File: src/rtl/mips_ctrl_pkg.sv
// Shared types for the multicycle MIPS controller: state encoding, opcodes,
// datapath select encodings and the bundled control word.
package mips_ctrl_pkg;

    typedef enum logic [3:0] {
        S_FETCH,
        S_DECODE,
        S_MEM_ADDR,
        S_MEM_READ,
        S_MEM_WRITE,
        S_MEM_WB,
        S_EXECUTE,
        S_ALU_WB,
        S_BRANCH,
        S_JUMP,
        S_IMM_EXEC,
        S_IMM_WB,
        S_ERR,
        S_TRAP
    } state_t;

    localparam logic [5:0] OP_RTYPE = 6'b000000;
    localparam logic [5:0] OP_LW    = 6'b100011;
    localparam logic [5:0] OP_SW    = 6'b101011;
    localparam logic [5:0] OP_BEQ   = 6'b000100;
    localparam logic [5:0] OP_BNE   = 6'b000101;
    localparam logic [5:0] OP_J     = 6'b000010;
    localparam logic [5:0] OP_ADDI  = 6'b001000;
    localparam logic [5:0] OP_SLTI  = 6'b001010;
    localparam logic [5:0] OP_ANDI  = 6'b001100;
    localparam logic [5:0] OP_ORI   = 6'b001101;

    typedef enum logic [1:0] {
        ALU_ADD   = 2'b00,
        ALU_SUB   = 2'b01,
        ALU_FUNCT = 2'b10,
        ALU_IMM   = 2'b11
    } alu_op_t;

    typedef enum logic [1:0] {
        PC_ALU    = 2'b00,
        PC_ALUOUT = 2'b01,
        PC_JUMP   = 2'b10
    } pc_src_t;

    typedef enum logic [1:0] {
        SRCB_B      = 2'b00,
        SRCB_FOUR   = 2'b01,
        SRCB_IMM    = 2'b10,
        SRCB_IMM_SH = 2'b11
    } alu_src_b_t;

    typedef enum logic [2:0] {
        CLS_RTYPE,
        CLS_MEM,
        CLS_BRANCH,
        CLS_JUMP,
        CLS_IMM,
        CLS_ILLEGAL
    } op_class_t;

    typedef struct packed {
        logic       mem_read;
        logic       mem_write;
        logic       i_or_d;
        logic       ir_write;
        logic       pc_write;
        logic       pc_write_cond;
        logic       branch_ne;
        pc_src_t    pc_src;
        logic       reg_write;
        logic       reg_dst;
        logic       mem_to_reg;
        logic       alu_src_a;
        alu_src_b_t alu_src_b;
        alu_op_t    alu_op;
        logic       ext_op;
        logic       bus_err;
        logic       illegal;
    } ctrl_t;

endpackage

File: src/rtl/opcode_class_decode.sv
// Combinational opcode classifier; gives the instruction class and the state
// DECODE should move to. Undecoded opcodes report CLS_ILLEGAL.
module opcode_class_decode
    import mips_ctrl_pkg::*;
(
    input  logic [5:0] opcode,
    output op_class_t  op_class,
    output state_t     next_hint
);

    always_comb begin
        op_class  = CLS_ILLEGAL;
        next_hint = S_FETCH;
        case (opcode)
            OP_RTYPE: begin
                op_class  = CLS_RTYPE;
                next_hint = S_EXECUTE;
            end
            OP_LW, OP_SW: begin
                op_class  = CLS_MEM;
                next_hint = S_MEM_ADDR;
            end
            OP_BEQ, OP_BNE: begin
                op_class  = CLS_BRANCH;
                next_hint = S_BRANCH;
            end
            OP_J: begin
                op_class  = CLS_JUMP;
                next_hint = S_JUMP;
            end
            OP_ADDI, OP_SLTI, OP_ANDI, OP_ORI: begin
                op_class  = CLS_IMM;
                next_hint = S_IMM_EXEC;
            end
            default: ;
        endcase
    end

endmodule

File: src/rtl/multicycle_control.sv
// Moore control FSM for a multicycle MIPS datapath with memory wait timeout.
// Define ILLEGAL_TRAP_EN to trap undecoded opcodes instead of treating them as NOPs.
//
// state      | meaning
// FETCH      | read instruction at PC, PC+4 on mem_ready
// DECODE     | latch opcode, precompute branch target
// MEM_ADDR   | compute lw/sw effective address
// MEM_READ   | data read, waits on mem_ready
// MEM_WRITE  | data write, waits on mem_ready
// MEM_WB     | load data to rt
// EXECUTE    | R-type ALU operation
// ALU_WB     | ALU result to rd
// BRANCH     | compare, conditional PC update
// JUMP       | PC <- jump target
// IMM_EXEC   | immediate ALU operation
// IMM_WB     | ALU result to rt
// ERR        | memory timeout, held until rst
// TRAP       | illegal opcode, held until rst
module multicycle_control
    import mips_ctrl_pkg::*;
#(
    parameter int MEM_TIMEOUT = 255
) (
    input  logic       clk,
    input  logic       rst,
    input  logic [5:0] opcode,
    input  logic       zero,
    input  logic       mem_ready,
    output logic       mem_read,
    output logic       mem_write,
    output logic       i_or_d,
    output logic       ir_write,
    output logic       pc_write,
    output logic       pc_write_cond,
    output logic       branch_ne,
    output logic [1:0] pc_src,
    output logic       reg_write,
    output logic       reg_dst,
    output logic       mem_to_reg,
    output logic       alu_src_a,
    output logic [1:0] alu_src_b,
    output logic [1:0] alu_op,
    output logic       ext_op,
    output logic       bus_err,
    output logic       illegal
);

    localparam int CW = $clog2(MEM_TIMEOUT + 1);
    localparam logic [CW-1:0] CNT_LAST = CW'(MEM_TIMEOUT - 1);

    state_t          state, state_next;
    logic [5:0]      op_q;
    logic [CW-1:0]   wait_cnt;
    op_class_t       op_class;
    state_t          decode_hint;
    logic            waiting, timeout;
    ctrl_t           ctrl;
    logic            unused_zero;

    // zero is consumed by the PC-write logic outside this block
    assign unused_zero = zero;

    opcode_class_decode u_decode (
        .opcode    (opcode),
        .op_class  (op_class),
        .next_hint (decode_hint)
    );

    assign waiting = (state == S_FETCH) || (state == S_MEM_READ) || (state == S_MEM_WRITE);
    // the counter would reach MEM_TIMEOUT on this cycle; mem_ready still wins
    assign timeout = waiting && !mem_ready && (wait_cnt == CNT_LAST);

    always_ff @(posedge clk) begin
        if (rst) begin
            state    <= S_FETCH;
            op_q     <= '0;
            wait_cnt <= '0;
        end else begin
            state <= state_next;
            if (state == S_DECODE)
                op_q <= opcode;
            if (state_next != state)
                wait_cnt <= '0;
            else if (waiting && !mem_ready)
                wait_cnt <= wait_cnt + CW'(1);
        end
    end

    always_comb begin
        state_next = state;
        unique case (state)
            S_FETCH:
                if (mem_ready)    state_next = S_DECODE;
                else if (timeout) state_next = S_ERR;
            S_DECODE:
`ifdef ILLEGAL_TRAP_EN
                state_next = (op_class == CLS_ILLEGAL) ? S_TRAP : decode_hint;
`else
                state_next = (op_class == CLS_ILLEGAL) ? S_FETCH : decode_hint;
`endif
            S_MEM_ADDR:  state_next = (op_q == OP_SW) ? S_MEM_WRITE : S_MEM_READ;
            S_MEM_READ:
                if (mem_ready)    state_next = S_MEM_WB;
                else if (timeout) state_next = S_ERR;
            S_MEM_WRITE:
                if (mem_ready)    state_next = S_FETCH;
                else if (timeout) state_next = S_ERR;
            S_EXECUTE:   state_next = S_ALU_WB;
            S_IMM_EXEC:  state_next = S_IMM_WB;
            S_MEM_WB, S_ALU_WB, S_BRANCH, S_JUMP, S_IMM_WB:
                         state_next = S_FETCH;
            S_ERR, S_TRAP: state_next = state;
            default:     state_next = S_FETCH;
        endcase
    end

    // reset forces every output low, even mid-instruction
    always_comb begin
        ctrl = '0;
        if (!rst) begin
            unique case (state)
                S_FETCH: begin
                    ctrl.mem_read  = 1'b1;
                    ctrl.alu_src_b = SRCB_FOUR;
                    ctrl.alu_op    = ALU_ADD;
                    if (mem_ready) begin
                        ctrl.ir_write = 1'b1;
                        ctrl.pc_write = 1'b1;
                        ctrl.pc_src   = PC_ALU;
                    end
                end
                S_DECODE: begin
                    ctrl.alu_src_b = SRCB_IMM_SH;
                    ctrl.ext_op    = 1'b1;
                end
                S_MEM_ADDR: begin
                    ctrl.alu_src_a = 1'b1;
                    ctrl.alu_src_b = SRCB_IMM;
                    ctrl.ext_op    = 1'b1;
                end
                S_MEM_READ: begin
                    ctrl.mem_read = 1'b1;
                    ctrl.i_or_d   = 1'b1;
                end
                S_MEM_WRITE: begin
                    ctrl.mem_write = 1'b1;
                    ctrl.i_or_d    = 1'b1;
                end
                S_MEM_WB: begin
                    ctrl.reg_write  = 1'b1;
                    ctrl.mem_to_reg = 1'b1;
                end
                S_EXECUTE: begin
                    ctrl.alu_src_a = 1'b1;
                    ctrl.alu_src_b = SRCB_B;
                    ctrl.alu_op    = ALU_FUNCT;
                end
                S_ALU_WB: begin
                    ctrl.reg_write = 1'b1;
                    ctrl.reg_dst   = 1'b1;
                end
                S_BRANCH: begin
                    ctrl.alu_src_a     = 1'b1;
                    ctrl.alu_op        = ALU_SUB;
                    ctrl.pc_write_cond = 1'b1;
                    ctrl.pc_src        = PC_ALUOUT;
                    ctrl.branch_ne     = (op_q == OP_BNE);
                end
                S_JUMP: begin
                    ctrl.pc_write = 1'b1;
                    ctrl.pc_src   = PC_JUMP;
                end
                S_IMM_EXEC: begin
                    ctrl.alu_src_a = 1'b1;
                    ctrl.alu_src_b = SRCB_IMM;
                    ctrl.alu_op    = ALU_IMM;
                    ctrl.ext_op    = (op_q == OP_ADDI) || (op_q == OP_SLTI);
                end
                S_IMM_WB:    ctrl.reg_write = 1'b1;
                S_ERR:       ctrl.bus_err = 1'b1;
`ifdef ILLEGAL_TRAP_EN
                S_TRAP:      ctrl.illegal = 1'b1;
`endif
                default: ;
            endcase
        end
    end

    assign mem_read      = ctrl.mem_read;
    assign mem_write     = ctrl.mem_write;
    assign i_or_d        = ctrl.i_or_d;
    assign ir_write      = ctrl.ir_write;
    assign pc_write      = ctrl.pc_write;
    assign pc_write_cond = ctrl.pc_write_cond;
    assign branch_ne     = ctrl.branch_ne;
    assign pc_src        = ctrl.pc_src;
    assign reg_write     = ctrl.reg_write;
    assign reg_dst       = ctrl.reg_dst;
    assign mem_to_reg    = ctrl.mem_to_reg;
    assign alu_src_a     = ctrl.alu_src_a;
    assign alu_src_b     = ctrl.alu_src_b;
    assign alu_op        = ctrl.alu_op;
    assign ext_op        = ctrl.ext_op;
    assign bus_err       = ctrl.bus_err;
    assign illegal       = ctrl.illegal;

endmodule

File: config.mk
export PLATFORM = sky130hd
export DESIGN_NAME = multicycle_control
export DESIGN_NICKNAME = d
export VERILOG_FILES = /design/src/rtl/mips_ctrl_pkg.sv /design/src/rtl/opcode_class_decode.sv /design/src/rtl/multicycle_control.sv
export SDC_FILE = /design/constraint.sdc
export NUM_CORES = 1
export LEC_CHECK = 0
export ABC_AREA = 0
export BUFFER_PORTS_ARGS = -buffer_cell sky130_fd_sc_hd__buf_2
export CORE_MARGIN = 3
export CORE_UTILIZATION = 59
export CTS_CLUSTER_DIAMETER = 60
export CTS_CLUSTER_SIZE = 16
export DETAILED_ROUTE_END_ITERATION = 7
export PLACE_DENSITY = 0.85
export SLEW_MARGIN = 25
export SYNTH_ARGS = -nofsm -noshare
export SYNTH_HDL_FRONTEND = slang
export SYNTH_SLANG_ARGS = --single-unit
File: constraint.sdc
create_clock -name clk -period 4.9 [get_ports clk]
set_clock_uncertainty 0.2 [all_clocks]
set_input_delay 0.735 -clock clk [delete_from_list [all_inputs] [get_ports clk]]
set_output_delay 0.735 -clock clk [all_outputs]
set_load 0.01 [all_outputs]
==> results of run 1 <==
## synth_stat cells, drive strengths merged, types with 2 or more instances
| cell | n |
|---|---|
| or2 | 4 |
| nand2b | 3 |
| dfxtp | 18 |
| and3 | 4 |
| ha | 2 |
| a211oi | 5 |
| o22ai | 3 |
| buf | 9 |
| or3 | 2 |
| xor2 | 4 |
| nor4 | 11 |
| clkbuf | 6 |
| o211ai | 3 |
| o31a | 2 |
| or4b | 2 |
| nand3b | 3 |
| nor2 | 16 |
| xnor2 | 3 |
| nand2 | 20 |
| nor3b | 3 |
| nand3 | 4 |
| o311a | 2 |
| nand4b | 3 |
| a2111oi | 2 |
| inv | 7 |
| o21a | 2 |
| o41ai | 2 |
| nor3 | 4 |
| o21ai | 15 |
| a21oi | 13 |
| nor2b | 2 |
## stage by stage
stage	instances	power, W	util, %
final	241	0.000325	70.5
after global routing	241	0.000338	70.5
after floorplan	197	0.000217	-
after detailed placement	237	0.000234	68.9
after CTS	241	0.000326	70.5
after global placement	237	0.000231	68.9
## worst min-delay path, delay by kind of cell, from the launching register on
kind / cells / cell delay, ps
AO/OA/AOI/OAI: 1 / 50
flip-flops: 1 / 330
AND/OR/NAND/NOR: 1 / 60
## cells by family (layout without fill, tap and decap cells)
group | Yosys count | count (layout) | share of synthesized area, %
xor+xnor | 7 | 7 | 4.10
mux | 1 | 1 | 1.51
other cells | 1 | 1 | 0.251
fa+ha+maj | 2 | 2 | 1.67
flops | 18 | 18 | 24.1
simple gates | 89 | 89 | 33.5
buf+inv | 22 | 38 | 7.28
compound gates | 57 | 57 | 27.6
## per-layer routing
metal	routed length, um	GRT usage (%)
met1	1640	30.9
met2	1710	38.9
met3	315	3.45
met4	42	9.15
met5	0	0
## state kept, by name, indices dropped and copies added (netlist names)
register and cells:
op_q 6, wait_cnt 8, state 4
## final timing paths
| kind | from | end | slack (ps) | depth (start not counted) |
|---|---|---|---|---|
| hold / removal | op_q[1] | op_q[1] | 280 | 2 |
| hold reg to reg | op_q[1] | op_q[1] | 280 | 2 |
| setup / recovery | state[3] | pc_write | 1940 | 4 |
| setup reg to reg | state[0] | wait_cnt[1] | 1950 | 5 |
## area by class of cell
cell class / count / area [um^2] / share of cell area (%)
Sequential cell: 18 / 360 / 22.3
Clock buffer: 4 / 36.3 / 2.24
Timing Repair Buffer: 27 / 135 / 8.35
Inverter: 7 / 26.3 / 1.62
Tap cell: 28 / 35.0 / 2.16
Multi-Input combinational cell: 157 / 1030 / 63.4
## power groups by stage
stage | logic, W | clock network [W] | registers [W]
floorplan | 0.0000591 | 0 | 0.000158
global placement | 0.0000668 | 0 | 0.000164
detailed placement | 0.0000696 | 0 | 0.000165
CTS | 0.0000697 | 0.0000946 | 0.000162
global route | 0.0000769 | 0.0000986 | 0.000163
finish | 0.0000704 | 0.0000931 | 0.000162
==> impl_summary.md, run 1 <==
Setup path
Along the worst path, the maximum fanout reaches 28. The worst setup path is captured at a primary output. The endpoint required time on the critical path is 3960 ps. STA classifies the critical path startpoint as a flip-flop. Together, buffers and inverters on the worst path number 1. Grouping stages by cell kind, the critical path spends the most delay in flip-flops. For this run, the slowest stage of the critical path takes slightly above 900 ps. The signal on the critical path passes through nor3_1, and3_1, or2_2, buf_2. The worst-path cell with the longest stage delay is dfxtp_1. At the worst endpoint, the arrival time is ~2000 ps. The worst setup path is of the reg -> out kind.

Global route
The first global-routing pass estimated 6.19 mm of wire. The number of global-route vias before repair is between 1000 and 1500. The total overflow left after global routing is 0.

Global routing used a little under a quarter of the available tracks. The number of antenna violations at the first check in global routing is 0. Entering global routing, the biggest net connects 29 pins.

Route
The number of DRC violations after detailed routing is 0. The final layout contains routed wiring with a total length of 3.71 mm. The routed wire length per instance is roughly 15 um. The detail route stage leaves a number of antenna-violating nets equal to 0. The first-pass iteration count of the detailed router is 4.

The via count of the routed design is between 1500 and 2000. The number of vias per cell after detailed routing is roughly 6.4. The initial detailed-routing violation count is 58.

Yosys
The number of flops mapped to enable cells by yosys is 0. Dividing the synthesized area by the synthesized cell count gives 7.59 um^2. The share of the synthesized area in the top cell type is between 20% and 30%.

In the synthesized netlist the async set-or-reset flop fraction comes to 0%. The prevailing post-synth register cell is dfxtp_1. The sequential share of the synthesized area is between 20% and 30%. The Yosys warning count is 0.

The instance count of the mapped netlist is around 200. Yosys mapped the design onto between 50 and 60 distinct sky130hd cell types. After synthesis the cells add up to about 0.0015 mm^2. The post-synthesis cell type with the largest combined area is dfxtp_1. The number of nets in the synthesized netlist is approximately 210. By area the synthesized netlist is led by dfxtp_1 24%, nand2_1 5.0%, nor4_1 4.6%, a21oi_1 4.0%, o21ai_0 4.0%. The synthesized flop and latch total is 18.

Timing
The share of the clock period used by the worst path is 60.3%. The number of slew-limit violations in the final report is 0. The final critical path time including I/O delays and setup is a little under 3000 ps. The setup TNS after final layout is 0 ps.

The worst-case setup margin in the final layout is roughly 1900 ps. The number of setup violations in the final report is 0. The relative slew slack is a little over a third. Timing would allow up to ~340 MHz. Setup repair after global routing left no endpoint under its margin.

Across all hold checks on the routed design, the worst slack comes to about 280 ps. The count of endpoints failing hold in the final timing report is 0. At the pin with the least slew margin, the transition time is around 950 ps.

Power
The logic gate share of total power is around 22%. The switching share of power is 31.1%. The share of power burned in the clock network is 28.6%.

Per report_power, the sequential group accounts for between 40% and 50% of the total. The power dissipated by switching net loads is about 0.0001 W. The worst-case IR drop observed on VDD is about 180 uV. The internal portion of the total power is roughly 0.00022 W. The power density over the cells is roughly 200 mW/mm^2.

For this design the static power due to leakage is ~0.65 nW.

Clock tree
The latest clock arrival within the worst-skew pair is ~300 ps. CTS built an H-tree with a depth of 1. The number of buffers inserted during clock tree synthesis is 3.

The number of clock sinks is 18. The tree is rooted in a clkbuf_4. The longest clock path from root to sink contains 2 buffers. The buffers inserted during post-CTS setup optimization is 0. The number of buffers inserted for hold repair after clock tree synthesis is 0. The number of gates resized after CTS is 0. Clock-pin slew was measured on the worst setup and hold paths at 110 ps. TritonCTS built the clock tree.

Placement
The number of buffer cells added on primary ports is 27. The last weighted congestion value of the routability-driven placer is between 0.8 and 0.9. Detailed placement finished with a half-perimeter wire length of 2.79 mm. The pre-CTS worst setup slack is between 2000 and 2500 ps.

In this run the cell area measured after placement is ~0.0016 mm^2.

Run status
The run finished with clean final reports.

Finish
From synthesis to final layout, the design area changed by 8.28%. The library cell used most frequently in the layout, excluding fill and tap cells, is buf_2. The finished cells cover between 0.0015 and 0.002 mm^2. The number of nets in the finished design is around 230. The fill cell total of the finished layout is around 220. Of the cells placed in the final design, the portion with a size suffix greater than 1 is a little under a fifth. The number of antenna diodes in the final layout is 0. The library cells used most frequently in the layout, excluding fill and tap cells, are 27 x buf_2, 20 x nand2_1, 18 x dfxtp_1.

Floorplan
Pin placement for this block handled 30 I/O pins. The number of cell rows is 17. The vertical die dimension is roughly 56 um. The die is approximately 56 um wide. For this configuration, the core starts out at a cell density of ~65%.

The die outline area is 0.00317 mm^2. The core region is ~0.0023 mm^2.

Worst hold path
The path type of the worst min-delay path is reg -> reg.

Job
Max-cap violations in this run came to 0.
Power figures use the tool's default switching activity.
==> run 2, diff against run 1 <==
- CORE_UTILIZATION: 59 -> 49
- PLACE_DENSITY: 0.85 -> 0.75
- clock period: 4.9 -> 2.7 ns (I/O delays scaled with it)
==> run 2 against run 1 <==
Via count up 3.2%. Core utilization down 11 points. Sequential cell count unchanged. Die area up 18%. Cell count up 5.0%. Worst hold slack worse by 120 ps. Worst setup slack worse by 1700 ps. Register-to-register slack worse by 1700 ps. Sequential share of layout area down 0.88 points. Global-route usage down 1.9 points. Critical endpoint is now wait_cnt[6]. Largest power group unchanged.
==> impl_summary.md, run 2 (same netlist as run 1, synthesis figures left out) <==
Setup path
The setup slack of the worst register-to-register path is between 200 and 250 ps. In this run the critical register-to-register path is captured at wait_cnt[6]. The maximum fanout encountered on the critical timing path is 15. The endpoint required time on the critical path is 2700 ps. The worst reg2reg path startpoint is state[0]. The most critical setup path has its endpoint at wait_cnt[6]. The category of the most critical setup path is reg -> reg. The cell depth of the worst flop-to-flop path is 4. Walking the worst path, the cells encountered are or4b_4, o311a_1, mux2i_4, nor4_1. The launch point of the critical path is state[0]. The startpoint type of the worst setup path is a flip-flop. The slowest stage of the critical path is the dfxtp_1 cell. The critical path endpoint category is a flip-flop. At the worst endpoint, the arrival time is ~2500 ps. In this design, the stage delay of the slowest critical-path cell is roughly 610 ps.

Route
The number of vias per cell after detailed routing is between 6 and 7. The first-pass iteration count of the detailed router is 4. In the final routed layout, each cell accounts on average for around 15 um. In this run, the number of DRC markers left after iteration 0 of detailed routing was around 130. The via count of the routed design is between 1500 and 2000. The routed design has between 3 and 4 mm of wire. The number of DRC violations after detailed routing is 0. Once detail routing completed, the nets flagged for antenna violations numbered 0.

Timing
In the final timing run, aggregate negative setup slack is 0 ps. The number of setup violations in the final report is 0. Setup slack on the critical path of the routed design comes to between 200 and 250 ps. The count of endpoints failing hold in the final timing report is 0. The final critical path takes up roughly 90% of the cycle. In this run the tightest slew margin relative to its limit is 52.9%.

Setup repair after global routing left no endpoint under its margin. Based on the critical path, the design can be clocked at up to about 400 MHz. Hold timing on the final database bottoms out at a slack of 162 ps.

The number of slew-limit violations in the final report is 0. After layout, the minimum clock period comes to about 2500 ps. The transition at the pin with the smallest max-transition slack is around 700 ps.

Floorplan
The vertical die dimension is 61.2 um. The number of cell rows is 19. The total I/O pin count is 30.

In this run the standard cell core region covers 0.00283 mm^2. The initial standard-cell utilization of the core is between 50 and 60%. The horizontal die dimension is between 60 and 70 um. The die outline area is between 0.003 and 0.004 mm^2.

Power
The total power consumption of the routed design is 0.000600 W. The maximum resistive drop on vdd is between 200 and 250 uV. The fraction of power consumed by sequential logic is 48.3%. The power dissipated by switching net loads is ~0.00019 W.

In this run the static leakage power is between 0.6 and 0.7 nW. Internal power comes to 0.000414 W. Net switching is 30.9% of the power. The clock network accounts for between 20% and 30% of the total power. The logic gate share of total power is a little under a quarter. Power spread over the standard cell area amounts to around 350 mW/mm^2.

Global route
Entering global routing, the biggest net connects 22 pins. The number of antenna violations at the first check in global routing came to 0. The number of global-route vias before repair is about 1400.

The wire length of the first global-routing pass is roughly 6.3 mm. Global routing used a little over a fifth of the available tracks across all layers. Summed over all layers, the global routing overflow is 0.

Finish
The fill cell total of the finished layout is ~270. The area overhead of the layout relative to synthesis is 13.1%. The largest register by flop count is wait_cnt. The area of the multi-input gates is 0.00103 mm^2. The library cells used most frequently in the layout, excluding fill and tap cells, are 27 x buf_2, 20 x nand2_1, 17 x dfxtp_1. The ratio of cells with drive above 1 in the final layout is between 20 and 25%. After the last flow step, the layout net total stands at 235. The footprint of the flip-flops and latches is roughly 360 um^2. The largest registers in the layout are wait_cnt: 8 flops, op_q: 6 flops, state: 4 flops. The leading cell type in the layout, fill and taps excluded is buf_2. The flip-flop count of the largest register after layout is 8. The count of inserted antenna diode cells is 0.

Clock tree
The tree is rooted in a clkbuf_4. The tree built by TritonCTS fans out to 18 sinks. The number of buffers inserted for hold repair after clock tree synthesis is 0.

The number of levels the H-tree was split into is 1. Once the clock tree was built, the setup fixing pass inserted 0 buffers. In this run, CTS created clock tree buffers numbering 3. The clock passes through at most 2 buffers. TritonCTS built the clock tree. The latest clock arrival within the worst-skew pair is between 200 and 300 ps. The number of gates resized after CTS is 0. Clock-pin slew was measured on the worst setup and hold paths at approximately 110 ps.

Placement
The placed wire-length estimate is slightly below 3 mm. OpenSTA, run right after detailed placement, puts the worst setup slack at roughly 150 ps. Routability-driven placement finished with a final weighted congestion of 0.877. The number of buffer cells added on primary ports is 27.

Worst hold path
The path type of the worst min-delay path is in -> reg.

Run status
The flow ran to the end, and the final reports show no timing, DRC or antenna violations.

Job
The max-capacitance violation count is 0.
==> run 2: cell count changes in the layout (fill, tap and decap cells not counted) <==
| cell | previous run | this run |
|---|---|---|
| buf_4 | 0 | 9 |
| dfxtp_1 | 18 | 17 |
| dfxtp_2 | 0 | 1 |
==> run 2: routing by layer <==
layer / global-route usage (%) / wire, um / vias up / part of all wire [%]
li1: - / - / 784 / -
met3: 2.73 / 200 / 4 / 5.2
met5: 0 / 0 / - / 0
met2: 36.4 / 1780 / 57 / 47
met1: 29.4 / 1810 / 748 / 47
met4: 5.57 / 31 / 0 / 0.81
==> run 2: per-stage QoR <==
stage / instance area, um^2 / std cells / util (%)
after floorplan: 1500 / 197 / -
after global placement: 1650 / 249 / 58.5
after detailed placement: 1650 / 249 / 58.5
after CTS: 1690 / 253 / 59.8
after global routing: 1690 / 253 / 59.8
final: 1690 / 253 / 59.8
==> run 2: critical path: cells and delay by family (launching register included) <==
kind / cells / cell delay, ps
AND/OR/NAND/NOR: 2 / 910
multiplexers: 1 / 250
flip-flops: 1 / 610
AO/OA/AOI/OAI: 1 / 420
==> run 2: how the worst min path moves through the flow <==
stage | startpoint | end | cells after the start
after floorplan | op_q[2] | op_q[2] | 2
after detailed placement | op_q[2] | op_q[2] | 2
final | opcode[2] | op_q[2] | 3
after global placement | op_q[1] | op_q[1] | 2
after CTS | opcode[2] | op_q[2] | 3
after global routing | opcode[0] | op_q[0] | 3
==> run 2: layout make-up <==
| class | count | share of cell area [%] |
|---|---|---|
| Multi-Input combinational cell | 157 | 60.7 |
| Clock buffer | 4 | 2.14 |
| Timing Repair Buffer | 36 | 12.0 |
| Inverter | 7 | 1.55 |
| Sequential cell | 18 | 21.4 |
| Tap cell | 31 | 2.29 |
==> run 2: power groups by stage <==
stage          sequential (W)  combinational (W)  clock (W)
2_1_floorplan        0.000287           0.000107          0
3_3_place_gp         0.000294           0.000136          0
3_5_place_dp         0.000295           0.000141          0
4_1_cts              0.000289           0.000141   0.000168
5_1_grt              0.000291           0.000158   0.000182
6_report             0.000290           0.000142   0.000168
